**config.mk**
```make
export PLATFORM = sky130hd
export DESIGN_NAME = bram_block_reader_flat
export DESIGN_NICKNAME = d
export VERILOG_FILES = /design/src/rtl/bram_pkg.sv /design/src/rtl/bram_block_reader_if.sv /design/src/rtl/bram_lane_serializer.sv /design/src/rtl/bram_block_reader.sv /design/src/flat_wrapper.sv
export SDC_FILE = /design/constraint.sdc
export NUM_CORES = 1
export LEC_CHECK = 0
export CORE_MARGIN = 2
export CORE_UTILIZATION = 54
export CTS_CLUSTER_SIZE = 28
export DETAILED_ROUTE_END_ITERATION = 8
export GPL_ROUTABILITY_DRIVEN = 1
export PLACE_DENSITY = 0.86
export SLEW_MARGIN = 10
export SYNTH_ARGS = -nofsm -noshare
export SYNTH_HDL_FRONTEND = slang
export SYNTH_HIERARCHICAL = 1
export SYNTH_SLANG_ARGS = --single-unit
```
**constraint.sdc**
```tcl
create_clock -name clock -period 4.6 [get_ports clock]
set_input_delay 0.92 -clock clock [delete_from_list [all_inputs] [get_ports clock]]
set_output_delay 0.92 -clock clock [all_outputs]
set_load 0.01 [all_outputs]
```
**src/rtl/bram_pkg.sv**
```systemverilog
// Shared types and defaults for the banked BRAM block and its readers.
package bram_pkg;

    localparam int unsigned BRAM_ADDR_WIDTH_DEF = 10;
    localparam int unsigned BANK_DATA_WIDTH_DEF = 8;
    localparam int unsigned BANK_CNT_DEF        = 4;
    localparam int unsigned RD_LATENCY_DEF      = 1;

    // ceil(log2(n)), never below one bit so single-entry counters stay legal
    function automatic int unsigned clog2_min1(input int unsigned n);
        return (n > 1) ? $clog2(n) : 1;
    endfunction

    localparam int unsigned LANE_W = clog2_min1(BANK_CNT_DEF);

    typedef enum logic [2:0] {
        IDLE,
        READ,
        WAIT,
        SHIFT,
        DONE
    } rd_state_t;

    // One BRAM word as seen on bram_block dout: lane 0 in the low bits
    typedef logic [BANK_CNT_DEF-1:0][BANK_DATA_WIDTH_DEF-1:0] bram_word_t;

endpackage

```
**src/rtl/bram_block_reader_if.sv**
```systemverilog
// Lane-serial valid/ready stream carrying BRAM lanes to a consumer.
interface bram_block_reader_if
    import bram_pkg::*;
#(
    parameter int unsigned DW = BANK_DATA_WIDTH_DEF
) ();

    logic [DW-1:0] m_data;
    logic          m_valid;
    logic          m_ready;
    logic          m_last;

    modport master (
        output m_data,
        output m_valid,
        output m_last,
        input  m_ready
    );

    modport slave (
        input  m_data,
        input  m_valid,
        input  m_last,
        output m_ready
    );

endinterface

```
**src/rtl/bram_lane_serializer.sv**
```systemverilog
// Holds one fetched BRAM word and presents its lanes one per handshake, lane 0 first.
module bram_lane_serializer
    import bram_pkg::*;
#(
    parameter int unsigned BANK_DATA_WIDTH = BANK_DATA_WIDTH_DEF,
    parameter int unsigned BANK_CNT        = BANK_CNT_DEF
) (
    input  logic                                    clock,
    input  logic                                    reset,
    input  logic                                    load,
    input  logic [BANK_CNT-1:0][BANK_DATA_WIDTH-1:0] din,
    input  logic                                    m_ready,
    output logic [BANK_DATA_WIDTH-1:0]              m_data,
    output logic                                    m_valid,
    output logic                                    lane_last_c,
    output logic                                    word_done_c
);

    localparam int unsigned LW = clog2_min1(BANK_CNT);
    localparam logic [LW-1:0] LANE_LAST = LW'(BANK_CNT - 1);

    logic [BANK_CNT-1:0][BANK_DATA_WIDTH-1:0] word_q;
    logic [LW-1:0]                            lane_q;
    logic                                     valid_q;
    logic                                     fire_c;

    // Word capture on load, lane advance on each accepted beat
    always_ff @(posedge clock) begin
        if (reset) begin
            word_q  <= '0;
            lane_q  <= '0;
            valid_q <= 1'b0;
        end else if (load) begin
            word_q  <= din;
            lane_q  <= '0;
            valid_q <= 1'b1;
        end else if (fire_c) begin
            if (lane_q == LANE_LAST) begin
                lane_q  <= '0;
                valid_q <= 1'b0;
            end else begin
                lane_q  <= lane_q + LW'(1);
            end
        end
    end

    // Stream view decoded from held state; only word_done_c sees m_ready
    always_comb begin
        fire_c      = valid_q && m_ready;
        lane_last_c = (lane_q == LANE_LAST);
        word_done_c = fire_c && lane_last_c;
        m_valid     = valid_q;
        m_data      = word_q[lane_q];
    end

endmodule

```
**src/rtl/bram_block_reader.sv**
```systemverilog
// Read-side master: fetches word_cnt BRAM words from base_addr and streams their lanes.
module bram_block_reader
    import bram_pkg::*;
#(
    parameter int unsigned BRAM_ADDR_WIDTH = BRAM_ADDR_WIDTH_DEF,
    parameter int unsigned BANK_DATA_WIDTH = BANK_DATA_WIDTH_DEF,
    parameter int unsigned BANK_CNT        = BANK_CNT_DEF,
    parameter int unsigned RD_LATENCY      = RD_LATENCY_DEF
) (
    input  logic                                    clock,
    input  logic                                    reset,
    input  logic                                    start,
    input  logic [BRAM_ADDR_WIDTH-1:0]              base_addr,
    input  logic [BRAM_ADDR_WIDTH:0]                word_cnt,
    output logic                                    busy,
    output logic                                    done,
    output logic [BRAM_ADDR_WIDTH-1:0]              rd_addr,
    input  logic [BANK_CNT-1:0][BANK_DATA_WIDTH-1:0] bram_dout,
    bram_block_reader_if.master                     m
);

    localparam int unsigned AW    = BRAM_ADDR_WIDTH;
    localparam int unsigned REM_W = BRAM_ADDR_WIDTH + 1;
    localparam int unsigned LAT_W = clog2_min1(RD_LATENCY);

    rd_state_t         state_q;
    rd_state_t         state_d;
    logic [AW-1:0]     addr_q;
    logic [REM_W-1:0]  rem_q;
    logic [LAT_W-1:0]  lat_q;

    logic              lat_last_c;
    logic              rem_last_c;
    logic              load_c;
    logic              word_done_c;
    logic              lane_last_c;
    logic [BANK_DATA_WIDTH-1:0] ser_data;
    logic              ser_valid;

    assign lat_last_c = (lat_q == LAT_W'(RD_LATENCY - 1));
    assign rem_last_c = (rem_q == REM_W'(1));

    // State register
    always_ff @(posedge clock) begin
        if (reset) begin
            state_q <= IDLE;
        end else begin
            state_q <= state_d;
        end
    end

    // Next-state: a zero-length request still produces its done pulse
    always_comb begin
        state_d = state_q;
        unique case (state_q)
            IDLE:    if (start) state_d = (word_cnt == '0) ? DONE : READ;
            READ:    state_d = WAIT;
            WAIT:    if (lat_last_c) state_d = SHIFT;
            SHIFT:   if (word_done_c) state_d = rem_last_c ? DONE : READ;
            DONE:    state_d = IDLE;
            default: state_d = IDLE;
        endcase
    end

    // State-decoded outputs and the word capture strobe
    always_comb begin
        busy   = (state_q != IDLE);
        done   = (state_q == DONE);
        load_c = (state_q == WAIT) && lat_last_c;
    end

    // Address, remaining-word and read-latency bookkeeping; address wraps modulo memory size
    always_ff @(posedge clock) begin
        if (reset) begin
            addr_q <= '0;
            rem_q  <= '0;
            lat_q  <= '0;
        end else begin
            unique case (state_q)
                IDLE: begin
                    if (start) begin
                        addr_q <= base_addr;
                        rem_q  <= word_cnt;
                    end
                end
                READ:  lat_q <= '0;
                WAIT:  lat_q <= lat_q + LAT_W'(1);
                SHIFT: begin
                    if (word_done_c && !rem_last_c) begin
                        addr_q <= addr_q + AW'(1);
                        rem_q  <= rem_q - REM_W'(1);
                    end
                end
                default: ;
            endcase
        end
    end

    assign rd_addr = addr_q;

    bram_lane_serializer #(
        .BANK_DATA_WIDTH (BANK_DATA_WIDTH),
        .BANK_CNT        (BANK_CNT)
    ) u_ser (
        .clock       (clock),
        .reset       (reset),
        .load        (load_c),
        .din         (bram_dout),
        .m_ready     (m.m_ready),
        .m_data      (ser_data),
        .m_valid     (ser_valid),
        .lane_last_c (lane_last_c),
        .word_done_c (word_done_c)
    );

    // Stream outputs; last marks the final lane of the final word
    always_comb begin
        m.m_data  = ser_data;
        m.m_valid = ser_valid;
        m.m_last  = ser_valid && lane_last_c && rem_last_c;
    end

endmodule
```
**src/flat_wrapper.sv**
```systemverilog
// flat-port wrapper written by rule: the top's interface ports become plain ports
module bram_block_reader_flat import bram_pkg::*;
#(
    parameter int unsigned BRAM_ADDR_WIDTH = BRAM_ADDR_WIDTH_DEF,
    parameter int unsigned BANK_DATA_WIDTH = BANK_DATA_WIDTH_DEF,
    parameter int unsigned BANK_CNT        = BANK_CNT_DEF,
    parameter int unsigned RD_LATENCY      = RD_LATENCY_DEF
)
  (clock, reset, start, base_addr, word_cnt, busy, done, rd_addr, bram_dout, m_m_data, m_m_valid, m_m_last, m_m_ready);
  bram_block_reader_if m_i ();
  input  logic clock;
  input  logic reset;
  input  logic start;
  input  logic [BRAM_ADDR_WIDTH-1:0] base_addr;
  input  logic [BRAM_ADDR_WIDTH:0] word_cnt;
  output logic busy;
  output logic done;
  output logic [BRAM_ADDR_WIDTH-1:0] rd_addr;
  input  logic [BANK_CNT-1:0][BANK_DATA_WIDTH-1:0] bram_dout;
  output wire logic [$bits(m_i.m_data)-1:0] m_m_data;
  output wire logic [$bits(m_i.m_valid)-1:0] m_m_valid;
  output wire logic [$bits(m_i.m_last)-1:0] m_m_last;
  input wire logic [$bits(m_i.m_ready)-1:0] m_m_ready;
  assign m_m_data = m_i.m_data;
  assign m_m_valid = m_i.m_valid;
  assign m_m_last = m_i.m_last;
  assign m_i.m_ready = m_m_ready;
  bram_block_reader #(.BRAM_ADDR_WIDTH(BRAM_ADDR_WIDTH), .BANK_DATA_WIDTH(BANK_DATA_WIDTH), .BANK_CNT(BANK_CNT), .RD_LATENCY(RD_LATENCY)) u_core (.clock(clock), .reset(reset), .start(start), .base_addr(base_addr), .word_cnt(word_cnt), .busy(busy), .done(done), .rd_addr(rd_addr), .bram_dout(bram_dout), .m(m_i));
endmodule
```
======== After elaboration in Yosys (flattened, before gate mapping) ========
Cells that the tools add are included.
cells by class
  muxes and demuxes ....................... 19
  bitwise logic cells ..................... 1
  $add $sub $neg .......................... 4
  $lt $le $gt $ge ......................... 1
  reductions and logical operators ........ 18
  equal/unequal tests ..................... 10
operator list
  operator               number
  $mux 11                2
  $pmux 11 s2            1
  $mux 10                2
  $pmux 10 s2            1
  $bmux 8 s2             1
  $mux 3                 5
  $pmux 3 s4             1
  $eq 11x1->1 const B    1
  $logic_not 11->1       1
  $sub 11x1->11 const B  1
  $add 10x1->10 const B  1
  $mux 8                 1
  $reduce_bool 2->1      4
  $eq 3x2->1 const B     2
  $logic_and 1x1->1      6
  $reduce_and 3->1       2
  $ne 2x1->1 const B     2
  $ne 2x2->1 const B     2
  $eq 3x1->1 const B     1
  $eq 3x3->1 const B     1
  $logic_not 3->1        1
  $lt 2x3->1 const B     1
  $mux 1                 3
  $reduce_bool 3->1      1
  9 further kinds        9
storage, ports and cells
  word-level logic and storage cells ...... 63
  bits in registers ....................... 60
  input bits .............................. 57

======== Logic depth before layout (Yosys ltp) ========
Gate-level depths: netlist of the first run.
  depth after elaboration ................. 5
  gate-level depth with buffers ........... 7
  mapped depth without buffers ............ 6

======== Cells and area by module ========
The synthesis of the first run kept the hierarchy.
modules (own cells, without submodules)
  module                cells an instance  times used  area each (um^2)  sequential area each (um^2)
  bram_block_reader     216                1           1774.2            500.5
  bram_lane_serializer  128                1           1491.4            700.7

======== Worst setup path after synthesis of the first run ========
Ideal clock, no wire load.
  path type ............................... register -> output
  from .................................... reg u_core.rem_q[1]
  to ...................................... out m_m_last
  arrival ................................. 1.273 ns
  required time ........................... 3.680 ns
  stages on the path, launching flop included .. 6
  slack ................................... 2.407 ns
  path through ............................ dfxtp_1 inv_1 ha_1 nor3b_1 and3_1 and3_1
between the ends
  word-level cells in the longest chain between the ends .. 2
ends and longest elaborated chain
  item                      line                      RTL
  start: declaration        bram_block_reader.sv:29   logic [REM_W-1:0] rem_q;
  start signal: assignment  bram_block_reader.sv:83   rem_q <= word_cnt;
  start signal: assignment  bram_block_reader.sv:91   rem_q <= rem_q - REM_W'(1);
  $eq 11x1->1               bram_block_reader.sv:41   assign rem_last_c = (rem_q == REM_W'(1));
  $logic_and 1x1->1         bram_block_reader.sv:120  m.m_last = ser_valid && lane_last_c && rem_last_c;
  end: declaration          flat_wrapper.sv:22        output wire logic [$bits(m_i.m_last)-1:0] m_m_last;
No other way between the ends.

======== Final worst setup path of the first run ========
Ends and elaborated chain as after synthesis.

==> results of run 1 <==
-- where the power goes --
group | switching, mW | internal (mW)
clock | 0.203 | 0.420
combinational | 0.162 | 0.173
sequential | 0.0519 | 0.564
-- worst register-to-register path, cell delays in order, from the launching register on --
cell,delay [ns]
dfxtp_1,0.68
ha_1,0.31
and3_1,0.23
and4b_1,0.32
or2_1,0.43
nand2_1,0.29
o32ai_1,0.32
-- synth_stat cells (2+ instances only) --
master / number
nor2_1: 43
a21oi_1: 16
a21bo_2: 2
o311ai_0: 2
a31oi_1: 5
buf_2: 7
nor3b_1: 4
and3_1: 7
o31ai_1: 5
inv_1: 8
nor3_1: 8
o211ai_1: 3
a311oi_1: 2
o31a_1: 3
a211oi_1: 5
clkbuf_1: 9
a221oi_2: 3
buf_6: 7
nor4_1: 4
o22ai_1: 3
mux2i_1: 35
nand2b_1: 2
and2_1: 2
dfxtp_1: 60
mux4_2: 8
ha_1: 4
or4_1: 2
o32ai_1: 4
nand2_1: 18
o311ai_1: 3
o2111ai_1: 2
o21ai_0: 9
nand4_1: 6
a32oi_1: 2
and4_1: 4
nor2_4: 2
nand3_1: 10
-- state kept, by name (all words and copies together), names as in the netlist --
signal and count:
u_core/u_ser/word_q 32, u_core/rem_q 11, u_core/rd_addr 10, u_core/state_q 3, u_core/u_ser/lane_q 2, u_core/lat_q 1
u_core/u_ser/m_valid 1
-- metal layers --
| layer | up-vias | wire length [um] | share of wire, % | GRT usage, % |
|---|---|---|---|---|
| li1 | 1438 | - | - | - |
| met1 | 1458 | 3600 | 42 | 32.8 |
| met2 | 148 | 4160 | 49 | 43.1 |
| met3 | 11 | 637 | 7.5 | 6.37 |
| met4 | 0 | 106 | 1.2 | 7.00 |
| met5 | - | 0 | 0 | 0 |
-- final cells by class --
class,count,area [um^2]
clock inverter,3,90.1
inverter,8,30.0
multi-input combinational,252,1890
sequential,60,1200
fill,428,1620
clock buffer,13,179
timing repair buffer,80,791
tap,75,93.8
-- per-stage QoR --
stage / power (mW) / utilization, % / area [um^2]
6_report: 1.57 / 72.6 / 4270
2_1_floorplan: 0.831 / - / 3270
5_1_grt: 1.63 / 72.6 / 4270
4_1_cts: 1.57 / 72.6 / 4270
3_3_place_gp: 0.946 / 68.0 / 4000
3_5_place_dp: 0.955 / 68.0 / 4000
-- cells by family after synthesis --
kind of cell / after synthesis
fa+ha+maj: 4
flops: 60
mux: 44
compound gates: 78
simple gates: 126
buf+inv: 32
-- worst max-delay path by stage --
stage	from	to	slack, ns	cells after the start
global route	u_core/rem_q[1]$_SDFFE_PP0P_	m_m_last	1.16	6
finish	u_core/rem_q[1]$_SDFFE_PP0P_	m_m_last	1.33	6
global placement	m_m_ready	u_core/rd_addr[5]$_SDFFE_PP0P_	1.53	6
detailed placement	m_m_ready	u_core/rem_q[3]$_SDFFE_PP0P_	1.48	6
floorplan	u_core/rem_q[1]$_SDFFE_PP0P_	m_m_last	2.41	5
CTS	u_core/rem_q[1]$_SDFFE_PP0P_	m_m_last	1.32	6
==> impl_results.md, run 1 <==
* Slowest cell on the critical path: clkdlybuf4s50_1
* Largest family of logic cells by synthesized area: simple AND/OR/NAND/NOR gates
* Commonest non-fill, non-tap cell in the layout: clkdlybuf4s50_1
* GRT Total Usage at between 20 and 30%
* Fmax at 306 MHz
* Synth unique cells at 62
* CP cell instances: inv_1, ha_1, nor3b_1, and3_1, and3_1, clkdlybuf4s50_1
* Post-synthesis compound-gate area fraction at between 15 and 20%
* Startpoint types: register
* Synth Cell Area at approximately 3300 um^2
* Die Wd at between 80 and 90 um
* Nets at 472
* Max stage delay on crit path at 0.53 ns
* Min-Delay Startpoint: u_core/rd_addr[9]$_SDFFE_PP0P_
* Worst Path Buf+Inv at 2
* WP data arrival at 2.35 ns
* Largest net degree at the start of global routing at 59
* Cts repair resizes at 0
* Clock Tree Buf Depth at 2
* Reg2Reg Capture Point: u_core/rd_addr[5]$_SDFFE_PP0P_
* Critical path required time at 3.68 ns
* Post-synth top area share at between 30 and 40%
* DPL Wire Length at 5.82 mm
* H-tree depth at 3
* Fraction of the mapped netlist area in adder cells at 1.53%
* Number of detailed-route iterations in the first pass at 5
* Final worst path period share at 71.1%
* XOR/XNOR share of the synthesized area at 0%
* FF-to-FF Start: u_core/u_ser/lane_q[1]$_SDFFE_PP0P_
* Syn_nets at 405
* Normalized max-slew margin at roughly 18%
* Post-synthesis sequential area ratio at 36.8%
* Layout cells sized above 1 at 10.8%
* Post-route insts no fill at 491
* Clk root buf: clkbuf_8
* Hold Slack at roughly 0.5 ns
* CP Capture Type: output port
* Hold violation total from the final report at 0
* Crit Path Max Fanout at 5
* Later-pin clock latency in the skew report at 0.32 ns
* Final setup fails at 0
* Leak at 1.52 nW
* Yosys reg bits at 60
* Cts hold-fix bufs at 0
* Endpoint, Worst Hold: u_core/rd_addr[9]$_SDFFE_PP0P_
* IO Pins at 79
* Final Worst Setup Slack at 1.33 ns
* Cells after Synth at 344
* Via Count at 3055
* Number of max-cap violations at 0
* R2r setup slk at 1.92 ns
* Die span in y at 81.8 um
* Synthesis Warnings at 6
* Final min period at 3.27 ns
* EDFF count, synth at 0
* I/O Buffers at just under 80
* Dpl ws at 1.48 ns
* Initial DRC count at roughly 260
* Vias in the first global route at 2781
* Inserted Diodes at 0
* CP Class: register to output port
* Vias per cell at just over 6
* Wire length of the first global-routing pass at 13.2 mm
* CTS tree: done
* Prevailing post-synth register cell: dfxtp_1
* CTS Buf Count at 9
* # clock sinks at 60
* Setup TNS at 0 ns
* Top Family by Delay on Critical Path: simple AND/OR/NAND/NOR gates
* Pwr per Cell Area at 368 nW/um^2
* Area grow syn2layout at 30.8%
* Fraction of registers with async set/reset at 0%
* Starting density of the core at 55.5%
* Placed Cells at roughly 480
* Overflow after GRT at 0
* Avg Inst Size Synth at about 9.5 um^2
* Top cells by area, synth: dfxtp_1 37%, mux2i_1 11%, mux4_2 5.5%
* Floorplan core area at 5890 um^2
* Synth Area in Simple Gates at about 22%
* Worst vdd ir at 0.228 mV
* Placement Rows at 28
* Final wirelength at 8.50 mm
* Wire per inst at 17.3 um
* Postcts setup bufs at 0
* Gpl congestion at 0.918
* Area leader, netlist: dfxtp_1
* Clock-pin slew on the worst setup and hold paths at 0.07 ns
* Most frequent CP cell: and3_1
* DRC Markers at 0
* Most frequent cells in the layout: 77 x clkdlybuf4s50_1, 60 x dfxtp_1, 43 x nor2_1
* Worst hold path class: register to register
* Slew Limit Fails at 0
* Cells on worst reg2reg path at 6
* Slew @ Worst Pin at 1.23 ns
* Setup Skew at ~0.0078 ns
* Initial antenna violation count at 0
* Hold path cells at 2
* DIE AREA at 6690 um^2
* Unrepaired setup endpoints after global routing: no
* Mux contribution to synthesized area at 16.6%
* Status: completed
* ANT nets after route at 0
Note: power is estimated with default switching activity, not from simulation.
==> run 2: changes to the inputs <==
- CORE_UTILIZATION: 54 -> 50
- PLACE_DENSITY: 0.86 -> 0.81
- clock period: 4.6 -> 3.4 ns (I/O delays scaled with it)
==> impl_results.md, run 2 (synthesis gave the netlist of run 1 again) <==
* Status: completed
* CTS tree: done
* GRT Total Usage at 23.8% (-1.9 points)
* Overflow after GRT at 0 (unchanged)
* Switching pwr at 602 uW (+45%)
* Number of detailed-route iterations in the first pass at 4 (-1)
* Max reg flops at 32 (unchanged)
* Wire per inst at 17.3 um (-0.30%)
* Area grow syn2layout at 29.3%
* Sw Share at 32.1% (+5.7 points)
* Fmax at 328 MHz
* Die span in y at 84.8 um (+3.7%)
* Gpl congestion at 0.857 (-6.7%)
* Later-pin clock latency in the skew report at 0.35 ns (+0.03 ns)
* Largest net degree at the start of global routing at 35 (-41%)
* Die Wd at 84.8 um (+3.7%)
* Commonest non-fill, non-tap cell in the layout: clkdlybuf4s50_1
* Most frequent cells in the layout: 77 x clkdlybuf4s50_1, 60 x dfxtp_1, 43 x nor2_1
* Normalized max-slew margin at 59.7% (+42 points)
* Pwr per Cell Area at 443 nW/um^2 (+20%)
* DPL Wire Length at 5.96 mm (+2.3%)
* Slowest cell on the critical path: clkdlybuf4s50_1
* Via Count at 3026 (-0.95%)
* Sequential fraction of design power at 44.5% (+5.3 points)
* Starting density of the core at 51.4% (-4.1 points)
* CP Class: register to output port
* DIE AREA at 7190 um^2 (+7.6%)
* Placed Cells at 483 (+1.7%)
* Floorplan core area at 6350 um^2 (+7.9%)
* Inserted Diodes at 0 (unchanged)
* Clk root buf: clkbuf_8
* Post-route insts no fill at 499 (+1.6%)
* Startpoint types: register
* Clock-pin slew on the worst setup and hold paths at 0.07 ns (about the same)
* Wire length of the first global-routing pass at 13.6 mm (+2.8%)
* WP data arrival at 2.37 ns (+0.02 ns)
* Worst hold path class: register to register
* Largest Register: u_core/u_ser/word_q
* CP Capture Type: output port
* I/O Buffers at 78 (unchanged)
* Final wirelength at 8.61 mm (+1.3%)
* Postcts setup bufs at 0 (unchanged)
* Unrepaired setup endpoints after global routing: no
* CP cell instances: inv_1, ha_1, nor3b_1, and3_1, and3_1, clkdlybuf4s50_1
* Share of total power in the clock network at 30.7% (-8.9 points)
* Placement Rows at 29 (+3.6%)
* Logic pwr share at 24.8% (+3.5 points)
* Hold violation total from the final report at 0 (unchanged)
* Clock Tree Buf Depth at 2 (unchanged)
* Cts repair resizes at 0 (unchanged)
* Int Power at 1.27 mW (+9.9%)
* Slew Limit Fails at 0 (unchanged)
* Final setup fails at 0 (unchanged)
* Number of max-cap violations at 0 (unchanged)
* Vias in the first global route at 2741 (-1.4%)
* CTS Buf Count at 9 (unchanged)
* Layout cells sized above 1 at 12.1% (+1.3 points)
* Nets at 478 (+1.3%)
* Final worst path period share at 89.6%
* Cts hold-fix bufs at 0 (unchanged)
* Initial antenna violation count at 0 (unchanged)
* Crit Path Max Fanout at 5 (unchanged)
* H-tree depth at 3 (unchanged)
* DRC Markers at 0 (unchanged)
* Most frequent CP cell: and3_1
* Slew @ Worst Pin at 0.599 ns (-0.631 ns)
* IO Pins at 79 (unchanged)
* Leak at 1.50 nW (-1.4%)
* Critical path required time at 2.72 ns (-0.96 ns)
* # clock sinks at 60 (unchanged)
* Setup TNS at 0 ns (unchanged)
* Power consumption at 1.87 mW (+19%)
* Max stage delay on crit path at 0.52 ns (about the same)
* Worst vdd ir at 0.253 mV (+11%)
* Final min period at 3.05 ns
* ANT nets after route at 0 (unchanged)
* Initial DRC count at 244 (-7.2%)
* Setup Skew at 0.00883 ns (+0.00106 ns)
* Vias per cell at 6.06 (-2.5%)
[run 2: cell type report]
cell class / instances / area, um^2
clock buffers: 9 / 124
clock inverters: 7 / 51.3
fillers: 505 / 2130
inverters: 8 / 30.0
multi-input cells: 252 / 1890
flip-flops and latches: 60 / 1200
well taps: 77 / 96.3
repair buffers: 86 / 836
[run 2: power by group through the flow]
| stage | registers (mW) | clock network, mW | logic (mW) |
|---|---|---|---|
| 3_5_place_dp | 0.846 | 0 | 0.457 |
| 4_1_cts | 0.832 | 0.591 | 0.460 |
| 5_1_grt | 0.843 | 0.617 | 0.499 |
| 2_1_floorplan | 0.828 | 0 | 0.296 |
| 6_report | 0.833 | 0.575 | 0.465 |
| 3_3_place_gp | 0.844 | 0 | 0.450 |
[run 2: stage by stage]
stage | setup slack, ns | cell area [um^2] | hold WS [ns] | util, %
CTS | 0.344 | 4220 | 0.493 | 66.5
finish | 0.352 | 4220 | 0.493 | 66.5
floorplan | 1.45 | 3270 | 0.455 | -
global route | 0.223 | 4220 | 0.531 | 66.5
global placement | 0.726 | 4050 | 0.468 | 63.8
detailed placement | 0.615 | 4050 | 0.476 | 63.8
[run 2: critical path, delay by kind of cell, from the launching register on]
family                   cells  cell delay (ns)
flip-flops                   1             0.32
adder cells (fa/ha/maj)      1             0.18
AND/OR/NAND/NOR              3             0.92
buffers and inverters        2             0.60
[run 2: path summary, 6_finish.rpt]
| path | from | slack, ns | to | cells after the start |
|---|---|---|---|---|
| hold / removal | u_core/u_ser/word_q[22]$_SDFFE_PP0P_ | 0.49 | u_core/u_ser/word_q[22]$_SDFFE_PP0P_ | 2 |
| setup / recovery | u_core/rem_q[1]$_SDFFE_PP0P_ | 0.35 | m_m_last | 6 |
| hold reg to reg | u_core/u_ser/word_q[22]$_SDFFE_PP0P_ | 0.49 | u_core/u_ser/word_q[22]$_SDFFE_PP0P_ | 2 |
| setup reg to reg | u_core/u_ser/lane_q[1]$_SDFFE_PP0P_ | 0.78 | u_core/rd_addr[3]$_SDFFE_PP0P_ | 6 |
[run 2: per-layer routing]
layer | GRT usage [%] | vias up | share of wire [%]
met2 | 38.2 | 129 | 48
li1 | - | 1456 | -
met4 | 8.95 | 0 | 1.7
met3 | 5.16 | 14 | 6.7
met1 | 31.7 | 1427 | 44
met5 | 0 | - | 0
==> run 3: changes to the inputs <==
- SLEW_MARGIN: 10 -> 20
- clock period: 3.4 -> 2.9 ns (I/O delays scaled with it)
==> impl_results.md, run 3 (synthesis gave the netlist of run 1 again) <==
* Status: completed
* Normalized max-slew margin at 57.9% (-1.8 points)
* R2r setup slk at 0.59 ns (-0.19 ns)
* Placement Rows at 29 (unchanged)
* Cts hold-fix bufs at 0 (unchanged)
* Hold path cells at 2 (unchanged)
* Commonest non-fill, non-tap cell in the layout: clkdlybuf4s50_1
* Wire per inst at 17.5 um (+1.2%)
* Vias per cell at 6.15 (+1.3%)
* DPL Wire Length at 6.04 mm (+1.4%)
* Largest net degree at the start of global routing at 48 (+37%)
* Nets at 482 (+0.84%)
* Placed cell area at 4080 um^2 (+0.74%)
* Cells on worst reg2reg path at 7 (+1)
* Floorplan core area at 6350 um^2 (unchanged)
* Startpoint types: register
* Later-pin clock latency in the skew report at 0.34 ns (about the same)
* Crit Path Max Fanout at 5 (unchanged)
* Reg2Reg Capture Point: u_core/rem_q[0]$_SDFFE_PP0P_
* Max reg flops at 32 (unchanged)
* Final wirelength at 8.78 mm (+2.0%)
* DIE AREA at 7190 um^2 (unchanged)
* Final worst path period share at 94.7%
* Gpl congestion at 0.879 (+2.5%)
* Setup TNS at 0 ns (unchanged)
* Final Cell Area at 4310 um^2 (+2.0%)
* CP Capture Type: output port
* Largest Register: u_core/u_ser/word_q
* Inserted Diodes at 0 (unchanged)
* CTS tree: done
* Max stage delay on crit path at 0.53 ns (about the same)
* Layout cells sized above 1 at 13.4% (+1.3 points)
* IO Pins at 79 (unchanged)
* Starting density of the core at 51.4% (unchanged)
* Slew Limit Fails at 0 (unchanged)
* CP Class: register to output port
* Worst hold path class: register to register
* Initial DRC count at 218 (-11%)
* Slew @ Worst Pin at 0.626 ns (+0.0273 ns)
* CP cell instances: inv_1, ha_1, nor3b_2, and3_2, and3_1, clkdlybuf4s50_1
* Register Area at 1200 um^2 (unchanged)
* Slowest cell on the critical path: clkdlybuf4s50_1
* Most frequent cells in the layout: 77 x clkdlybuf4s50_1, 60 x dfxtp_1, 43 x nor2_1
* ANT nets after route at 0 (unchanged)
* Endpoint, Worst Hold: u_core/u_ser/word_q[21]$_SDFFE_PP0P_
* Area grow syn2layout at 31.9%
* Leak at 1.55 nW (+3.3%)
* Number of detailed-route iterations in the first pass at 5 (+1)
* Final setup fails at 0 (unchanged)
* FF-to-FF Start: u_core/u_ser/lane_q[1]$_SDFFE_PP0P_
* Fmax at 364 MHz
* Wire length of the first global-routing pass at 14.2 mm (+4.8%)
* Overflow after GRT at 0 (unchanged)
* I/O Buffers at 78 (unchanged)
* Clk root buf: clkbuf_8
* Die span in y at 84.8 um (unchanged)
* Worst path depth at 6 (unchanged)
* Final min period at 2.75 ns
* Fillers at 489 (-3.2%)
* Clock Tree Buf Depth at 2 (unchanged)
* GRT Total Usage at 24.8% (+0.99 points)
* Pwr per Cell Area at 552 nW/um^2 (+25%)
* CTS Buf Count at 9 (unchanged)
* Min-Delay Startpoint: u_core/u_ser/word_q[21]$_SDFFE_PP0P_
* Critical path required time at 2.32 ns (-0.40 ns)
* Area of the multi-input gates at 1890 um^2 (+0.33%)
* Setup Skew at 0.0130 ns (+0.00420 ns)
* Worst Path Buf+Inv at 2 (unchanged)
* Top Family by Delay on Critical Path: simple AND/OR/NAND/NOR gates
* Postcts setup bufs at 0 (unchanged)
* Number of max-cap violations at 0 (unchanged)
* # clock sinks at 60 (unchanged)
* Unrepaired setup endpoints after global routing: no
* DRC Markers at 0 (unchanged)
* Vias in the first global route at 2986 (+8.9%)
* Hold violation total from the final report at 0 (unchanged)
* WP data arrival at 2.17 ns (-0.20 ns)
* H-tree depth at 3 (unchanged)
* Via Count at 3091 (+2.1%)
* Worst vdd ir at 0.331 mV (+31%)
* Clock-pin slew on the worst setup and hold paths at 0.07 ns (about the same)
* Die Wd at 84.8 um (unchanged)
* Initial antenna violation count at 0 (unchanged)
## run 3: cell types whose count changed in the layout (fill, tap and decap cells not counted)
cell,change
and3_1,-1
and3_2,+1
buf_4,+4
bufinv_16,+2
clkinv_2,-1
clkinvlp_4,-1
nor3b_1,-1
nor3b_2,+1
## run 3: area by class of cell
cell class / instances / area share (%)
multi-input cells: 252 / 43.9
flip-flops and latches: 60 / 27.9
repair buffers: 90 / 20.1
clock buffers: 9 / 2.88
clock inverters: 7 / 2.29
well taps: 77 / 2.24
inverters: 8 / 0.697
## run 3: where the power goes
part	internal (mW)	switching [mW]	leakage (nW)
sequential	0.895	0.0833	0.490
combinational	0.289	0.264	0.947
clock	0.488	0.360	0.110
total	1.67	0.708	1.55
## run 3: worst max-delay path by stage
| stage | slack (ns) | to | start |
|---|---|---|---|
| 3_3_place_gp | 0.39 | m_m_last | u_core/rem_q[1]$_SDFFE_PP0P_ |
| 3_5_place_dp | 0.32 | u_core/rd_addr[9]$_SDFFE_PP0P_ | m_m_ready |
| 4_1_cts | 0.03 | m_m_last | u_core/rem_q[1]$_SDFFE_PP0P_ |
| 2_1_floorplan | 1.05 | m_m_last | u_core/rem_q[1]$_SDFFE_PP0P_ |
| 5_1_grt | 0.09 | m_m_last | u_core/rem_q[1]$_SDFFE_PP0P_ |
| 6_report | 0.15 | m_m_last | u_core/rem_q[1]$_SDFFE_PP0P_ |
## run 3: repair_timing
item                                    in CTS  in global routing
gates resized for setup                      1                  1
pin swaps                                    0                  0
endpoints found under the setup margin       1                  1
## run 3: metrics by stage
stage | power, mW | util, % | worst slack (ns) | std cells | hold WS (ns)
after floorplan | 1.32 | - | 1.05 | 344 | 0.455
after global routing | 2.48 | 67.8 | 0.0908 | 503 | 0.521
after detailed placement | 1.54 | 64.2 | 0.321 | 487 | 0.480
after global placement | 1.52 | 64.2 | 0.388 | 487 | 0.467
after CTS | 2.39 | 67.8 | 0.0258 | 503 | 0.498
final | 2.38 | 67.8 | 0.153 | 503 | 0.499
## run 3: worst register-to-register path: stages, from the launching register on
cell	delay [ns]
dfxtp_1	0.63
ha_1	0.29
and3_1	0.24
and4b_1	0.24
or2_1	0.26
buf_4	0.19
o211ai_2	0.09
a221oi_2	0.29
## run 3: per-layer routing
layer  wire length [um]  track usage [%]  vias to the layer above
met5                  0                0                        -
met4                216             12.0                        0
met3                467             4.38                       25
met2               4140             39.6                      122
met1               3960             32.6                     1477
li1                   -                -                     1467
